[src/rtl/shift_add_multiplier_ctrl_if.sv]
// Handshake and partial-product bundle between the multiplier controller,
// its operand source, the partial-product stage and the product consumer.
interface shift_add_multiplier_ctrl_if #(
   parameter int WIDTH = 4
);
   localparam int SW = $clog2(WIDTH);

   logic               start;
   logic [WIDTH-1:0]   a;
   logic [WIDTH-1:0]   b;
   logic [WIDTH-1:0]   pp_a;
   logic               pp_b;
   logic [SW-1:0]      pp_shift;
   logic [2*WIDTH-1:0] pp_result;
   logic [2*WIDTH-1:0] product;
   logic               busy;
   logic               done;

   modport slave (
      input  start, a, b, pp_result,
      output pp_a, pp_b, pp_shift, product, busy, done
   );

   modport master (
      output start, a, b, pp_result,
      input  pp_a, pp_b, pp_shift, product, busy, done
   );
endinterface

[src/rtl/shift_add_multiplier_ctrl.sv]
// Sequential shift-and-add multiplier controller: walks the multiplier one bit
// per cycle through an external partial-product stage and accumulates the result.
//
// state | meaning
// IDLE  | waiting for start; operands latched on accept
// RUN   | one multiplier bit per cycle, accumulating pp_result
// DONE  | one-cycle done pulse with product valid
module shift_add_multiplier_ctrl #(
   parameter int WIDTH = 4
) (
   input logic clk,
   input logic rst,
   shift_add_multiplier_ctrl_if.slave bus
);
   localparam int SW = $clog2(WIDTH);
   localparam logic [SW-1:0] LAST_IDX = SW'(WIDTH - 1);

   typedef enum logic [1:0] {
      IDLE = 2'd0,
      RUN  = 2'd1,
      DONE = 2'd2
   } state_t;

   state_t             state;
   logic [WIDTH-1:0]   a_reg;
   logic [WIDTH-1:0]   b_reg;
   logic [2*WIDTH-1:0] acc;
   logic [2*WIDTH-1:0] product;
   logic [SW-1:0]      idx;
   logic               busy;
   logic               done;

   // Stage inputs are gated so the stage sees a zero bit outside RUN.
   assign bus.pp_a     = a_reg;
   assign bus.pp_b     = (state == RUN) ? b_reg[idx] : 1'b0;
   assign bus.pp_shift = (state == RUN) ? idx : '0;
   assign bus.product  = product;
   assign bus.busy     = busy;
   assign bus.done     = done;

   always_ff @(posedge clk or posedge rst) begin
      if (rst) begin
         state   <= IDLE;
         a_reg   <= '0;
         b_reg   <= '0;
         acc     <= '0;
         product <= '0;
         idx     <= '0;
         busy    <= 1'b0;
         done    <= 1'b0;
      end else begin
         case (state)
            IDLE: begin
               done <= 1'b0;
               busy <= 1'b0;
               if (bus.start) begin
                  a_reg <= bus.a;
                  b_reg <= bus.b;
                  acc   <= '0;
                  idx   <= '0;
                  busy  <= 1'b1;
                  state <= RUN;
               end
            end
            RUN: begin
               acc <= acc + bus.pp_result;
               if (idx == LAST_IDX) begin
                  product <= acc + bus.pp_result;
                  busy    <= 1'b0;
                  done    <= 1'b1;
                  state   <= DONE;
               end else begin
                  idx <= idx + SW'(1);
               end
            end
            DONE: begin
               done  <= 1'b0;
               busy  <= 1'b0;
               state <= IDLE;
            end
            default: begin
               done  <= 1'b0;
               busy  <= 1'b0;
               state <= IDLE;
            end
         endcase
      end
   end
endmodule

[src/flat_wrapper.sv]
// flat-port wrapper written by rule: the top's interface ports become plain ports
module shift_add_multiplier_ctrl_flat 
#(
   parameter int WIDTH = 4
)
  (clk, rst, bus_start, bus_a, bus_b, bus_pp_result, bus_pp_a, bus_pp_b, bus_pp_shift, bus_product, bus_busy, bus_done);
  shift_add_multiplier_ctrl_if #(.WIDTH(WIDTH)) bus_i ();
  input logic clk;
  input logic rst;
  input wire logic [$bits(bus_i.start)-1:0] bus_start;
  input wire logic [$bits(bus_i.a)-1:0] bus_a;
  input wire logic [$bits(bus_i.b)-1:0] bus_b;
  input wire logic [$bits(bus_i.pp_result)-1:0] bus_pp_result;
  output wire logic [$bits(bus_i.pp_a)-1:0] bus_pp_a;
  output wire logic [$bits(bus_i.pp_b)-1:0] bus_pp_b;
  output wire logic [$bits(bus_i.pp_shift)-1:0] bus_pp_shift;
  output wire logic [$bits(bus_i.product)-1:0] bus_product;
  output wire logic [$bits(bus_i.busy)-1:0] bus_busy;
  output wire logic [$bits(bus_i.done)-1:0] bus_done;
  assign bus_i.start = bus_start;
  assign bus_i.a = bus_a;
  assign bus_i.b = bus_b;
  assign bus_i.pp_result = bus_pp_result;
  assign bus_pp_a = bus_i.pp_a;
  assign bus_pp_b = bus_i.pp_b;
  assign bus_pp_shift = bus_i.pp_shift;
  assign bus_product = bus_i.product;
  assign bus_busy = bus_i.busy;
  assign bus_done = bus_i.done;
  shift_add_multiplier_ctrl #(.WIDTH(WIDTH)) u_core (.clk(clk), .rst(rst), .bus(bus_i));
endmodule
[config.mk]
export PLATFORM = sky130hd
export DESIGN_NAME = shift_add_multiplier_ctrl_flat
export DESIGN_NICKNAME = d
export VERILOG_FILES = /design/src/rtl/shift_add_multiplier_ctrl_if.sv /design/src/rtl/shift_add_multiplier_ctrl.sv /design/src/flat_wrapper.sv
export SDC_FILE = /design/constraint.sdc
export NUM_CORES = 1
export LEC_CHECK = 0
export ABC_AREA = 1
export CAP_MARGIN = 40
export CORE_UTILIZATION = 49
export DETAILED_ROUTE_END_ITERATION = 10
export GPL_TIMING_DRIVEN = 0
export PLACE_DENSITY = 0.79
export SLEW_MARGIN = 0
export SYNTH_ARGS = -nofsm -noshare
export SYNTH_HDL_FRONTEND = slang
export SYNTH_SLANG_ARGS = --single-unit
[constraint.sdc]
create_clock -name clk -period 1.6 [get_ports clk]
set_input_delay 0.16 -clock clk [delete_from_list [all_inputs] [get_ports clk]]
set_output_delay 0.16 -clock clk [all_outputs]
set_load 0.03 [all_outputs]
After elaboration in Yosys (flattened, before gate mapping). Cells that the tools add are included.

Register bits after elaboration: 30. Latch bits: 0. RAM bits: 0. Memory bits (read-only): 0. Logic and storage cells: 40. Memories kept: 0.

Add/subtract/negate cells: 2. Multipliers: 0. Div/mod/pow operators: 0. Order comparisons: 1. Equality and inequality tests: 5. Shifts and indexed selects: 0. Muxes and demuxes: 17. Bitwise operators: 0. Reductions and logical operators: 7.

Operator list (count): $pmux 8 s2 (1); $mux 2 (5); $add 8x8->8 (1); $mux 8 (1); $pmux 2 s2 (2); $reduce_and 2->1 (4); $mux 1 (6); $ne 2x2->1 const B (3); $lt 2x3->1 const B (1); $reduce_and 3->1 (1); $add 2x1->2 const B (1); $bmux 1 s2 (1); $eq 2x1->1 const B (1); $eq 2x2->1 const B (1); $logic_not 2->1 (1); $pmux 1 s2 (1); $reduce_bool 2->1 (1).

Logic depth before layout (Yosys ltp).
Depth after elaboration: 3. Depth in mapped cells: 11.

Least setup slack after synthesis. OpenSTA, ideal clock, no wires.

Kind: flip-flop to flip-flop. Start: reg u_core.acc[0]. End: reg u_core.acc[4]. Setup time: 0.117 ns. Arrival: 1.364 ns. Data required time: 1.483 ns. Path slack: 0.119 ns. Cell stages (with the launch flop): 11. Path buffers: 0. Clock period less this slack: 1.481 ns. Cells stage by stage: dfrtp_1 -> ha_1 -> inv_1 -> fa_1 -> inv_1 -> nand2_1 -> nand2_1 -> and2_4 -> or2_1 -> nand3_1 -> nand2_1.

Cells in the longest elaborated chain, start to end: 2.

Ends and longest elaborated chain: from (decl) (RTL line shift_add_multiplier_ctrl.sv:27) `logic [2*WIDTH-1:0] acc;`; from (signal assigned) (RTL line shift_add_multiplier_ctrl.sv:66) `acc <= acc + bus.pp_result;`; $add 8x8->8 (RTL line shift_add_multiplier_ctrl.sv:66); $pmux 8 s2 (RTL line shift_add_multiplier_ctrl.sv:52) `case (state)`.

No other way between the ends. A chain may end at the register's enable or synchronous reset.

Worst setup path after layout.
Start: reg u_core.acc[3]. End: reg u_core.product[4] (netlist: u_core.bus.product[4]).

Cells in the longest elaborated chain, start to end: 1.

Ends and longest elaborated chain: $add 8x8->8 (RTL line shift_add_multiplier_ctrl.sv:68) `product <= acc + bus.pp_result;`; to (signal assigned) (RTL line shift_add_multiplier_ctrl.sv:68); to (decl) (RTL line shift_add_multiplier_ctrl.sv:28) `logic [2*WIDTH-1:0] product;`.

No other way between the ends.

==> run summary <==
cell repeated most along the worst path = or2_1
Net Sw Power = 0.001994 W
final hold slack = 127.6 ps
critical-path maximum fanout = 4
CTS Root Cell = clkbuf_4
Initial Util = 53.51%
Worst-path clk slew = 90 ps
later-pin clock latency in the skew report = 330 ps
CTS sink cnt = 30
Synth area leader = dfrtp_1
most frequent cell after synthesis = nand2_1
CP required = 1830 ps
Worst-Margin Slew = 455.7 ps
Mapped Avg Cell Area = 8.034 sq um
Fillers = 233
Worst Reg-to-Reg Cells = 6
Core ar. = 2853 sq um
Design Area, Final = 2004 sq um
pre-CTS worst setup slack = -306.3 ps
Worst Path Arrival = 1820 ps
Num CTS Buffers = 5
PortBufs = 35
grt ovf = 0
Area growth syn-to-layout = 31.31%
Detailed Place HPWL = 2460 um
Clock Power Share = 9.6%
reg2reg setup slack = 10 ps
Crit Path Class = reg2reg
Cell variety after synth = 21
failing checks = design-rule violations
1st-iter DRT viols = 52
DR vias/cell = 5.260
DR DRC count = 3
synth cell count leaders = nand2_1, dfrtp_1, inv_1
min Tclk post-route = 1585 ps
Max Slew Vio Count = 0
vias in the first global route = 1318
GRT Total Usage = 22.67%
maximum VDD drop = 1296 uV
internal power = 0.002278 W
Synth Instances = 190
full die area = 3343 sq um
yosys warns = 0
FP Rows = 19
Worst Skew = 8.147 ps
Die Height = 57.82 um
combinational share of power = 58.7%
ys async rst share = 100.0%
fmax = 0.6309 GHz
final worst slack = 14.97 ps
initial antenna violation count = 0
startpoint types = register
PwrDens = 2131 nW/um^2
P_leak = 1.035 nW
largest stage delay on the critical path = 410 ps
post-layout util = 70.26%
largest net degree at the start of global routing = 22
largest cells by area after synthesis = dfrtp_1, nand2_1, ha_1
final worst path period share = 99.06%
routability cong. = 0.8067
MaxCap Viol Count = 0
# IOs = 36
Die X = 57.82 um
# setup viols final = 0
sequential area share after synthesis = 49.18%
CTS tree = yes
CTS max path bufs = 2
# diodes = 0
terminus of the critical flop-to-flop path = u_core.bus.product[4]
Seq pwr share = 31.7%
hold crit path type = in2async
wirelength, routed = 3278 um
cell family with most CP delay = simple AND/OR/NAND/NOR gates
Net Count, Synth = 218
Relative slew margins = 69.59%
DR vias = 1394
first-pass GRT wire length = 5651 um
Cell Area, Placed = 1943 sq um
Most used DFF post-synth = dfrtp_1
number of synthesized register bits = 30
Synth top area share = 49.18%
Post-synth EDFFs = 0
Sw Ratio = 46.67%
Largest regs = u_core.acc (8), u_core.bus.product (8)
Avg WL per Cell = 12.37 um
buffers plus inverters on the worst setup path = 0
First-pass DRT Iterations = 7
critical path capture point type = register
fraction of final layout cells sized beyond drive strength 1 = 13.25%
unrepaired setup endpoints after global routing = yes
Hold Violations, Final = 0
crit-path cells = ha_1 -> or2_1 -> and2_4 -> or2_1 -> nand3_1 -> nand2_1
outcome = finished, violations left
cell at the slowest stage of the critical path = dfrtp_1
number of cells on the critical path = 6
fin nets = 262
Final ANT Viol Nets = 0
CTS H-tree lvls = 2
reg-to-reg startpoint = u_core.acc[3]
Netlist Area Pre-Place = 1526 sq um
==> cells in the final DEF (no fill, tap or decap), types with 2 or more instances in the layout <==
cell type / count
nand2_2: 3
dfrtp_1: 30
nand3b_1: 2
a21oi_1: 4
nand2_1: 70
buf_2: 4
nor2_1: 11
clkbuf_4: 6
clkinv_2: 2
ha_1: 6
or2_1: 3
nand3_1: 16
inv_1: 16
inv_2: 7
ha_2: 2
o21ai_1: 7
clkdlybuf4s50_1: 32
o21ai_0: 3
==> layout make-up <==
cell class                      instances  area [sq um]  area share (%)
Buffer                                  3         21.27           1.061
Clock buffer                            5         37.54           1.873
Clock inverter                          2         10.01          0.4994
Inverter                               23         86.33           4.307
Multi-Input combinational cell        134         686.9           34.27
Sequential cell                        30         750.7           37.45
Tap cell                               31         38.79           1.935
Timing Repair Buffer                   37         372.9           18.60
==> worst max-delay path by stage <==
stage / from / to / slack (ps)
global placement: bus_pp_result[0] / u_core.bus.product[4] / -270
CTS: u_core.acc[0] / u_core.bus.product[6] / -10
floorplan: u_core.acc[0] / u_core.acc[4] / 120
global route: u_core.acc[0] / u_core.bus.product[6] / -80
finish: u_core.acc[3] / u_core.bus.product[4] / 10
detailed placement: bus_pp_result[0] / u_core.bus.product[6] / -310
==> metrics by stage <==
stage          total power (W)  cells  setup TNS (ps)
2_1_floorplan         0.003021    190               0
3_5_place_dp          0.003843    257           -1786
5_1_grt               0.004639    265          -280.8
4_1_cts               0.004251    265          -32.39
6_report              0.004271    265               0
3_3_place_gp          0.003742    256           -1462
==> metal layers <==
| metal | share of wire (%) | GRT usage (%) |
|---|---|---|
| met1 | 46 | 28.43 |
| met5 | 0 | 0 |
| met3 | 5.9 | 7.813 |
| met4 | 1.3 | 7.143 |
| met2 | 47 | 36.95 |
==> kinds of logic (layout without fill, tap and decap cells) <==
family          Yosys count  after routing  synth area share [%]
flops                    30             30                 49.18
compound gates           16             16                 5.574
simple gates            107            107                 29.43
fa+ha+maj                 9              9                 7.869
xor+xnor                  2              2                 1.148
buf+inv                  26             70                 6.803
==> timing repair <==
| item | CTS | global route |
|---|---|---|
| hold buffers | 0 | 0 |
| buffers inserted | 1 | 0 |
| endpoints found under the setup margin | 7 | 8 |
| gates resized for setup | 18 | 7 |
| pin swaps | 1 | 4 |
| hold endpoints to repair | 0 | 0 |
==> power by group through the flow <==
stage                     clock network [W]  registers [W]  logic, W
final                              0.000410        0.00135   0.00251
after global placement                    0        0.00134   0.00240
after global routing               0.000464        0.00140   0.00278
after floorplan                           0        0.00167   0.00135
after CTS                          0.000425        0.00135   0.00248
after detailed placement                  0        0.00136   0.00248
Power figures use the tool's default switching activity.
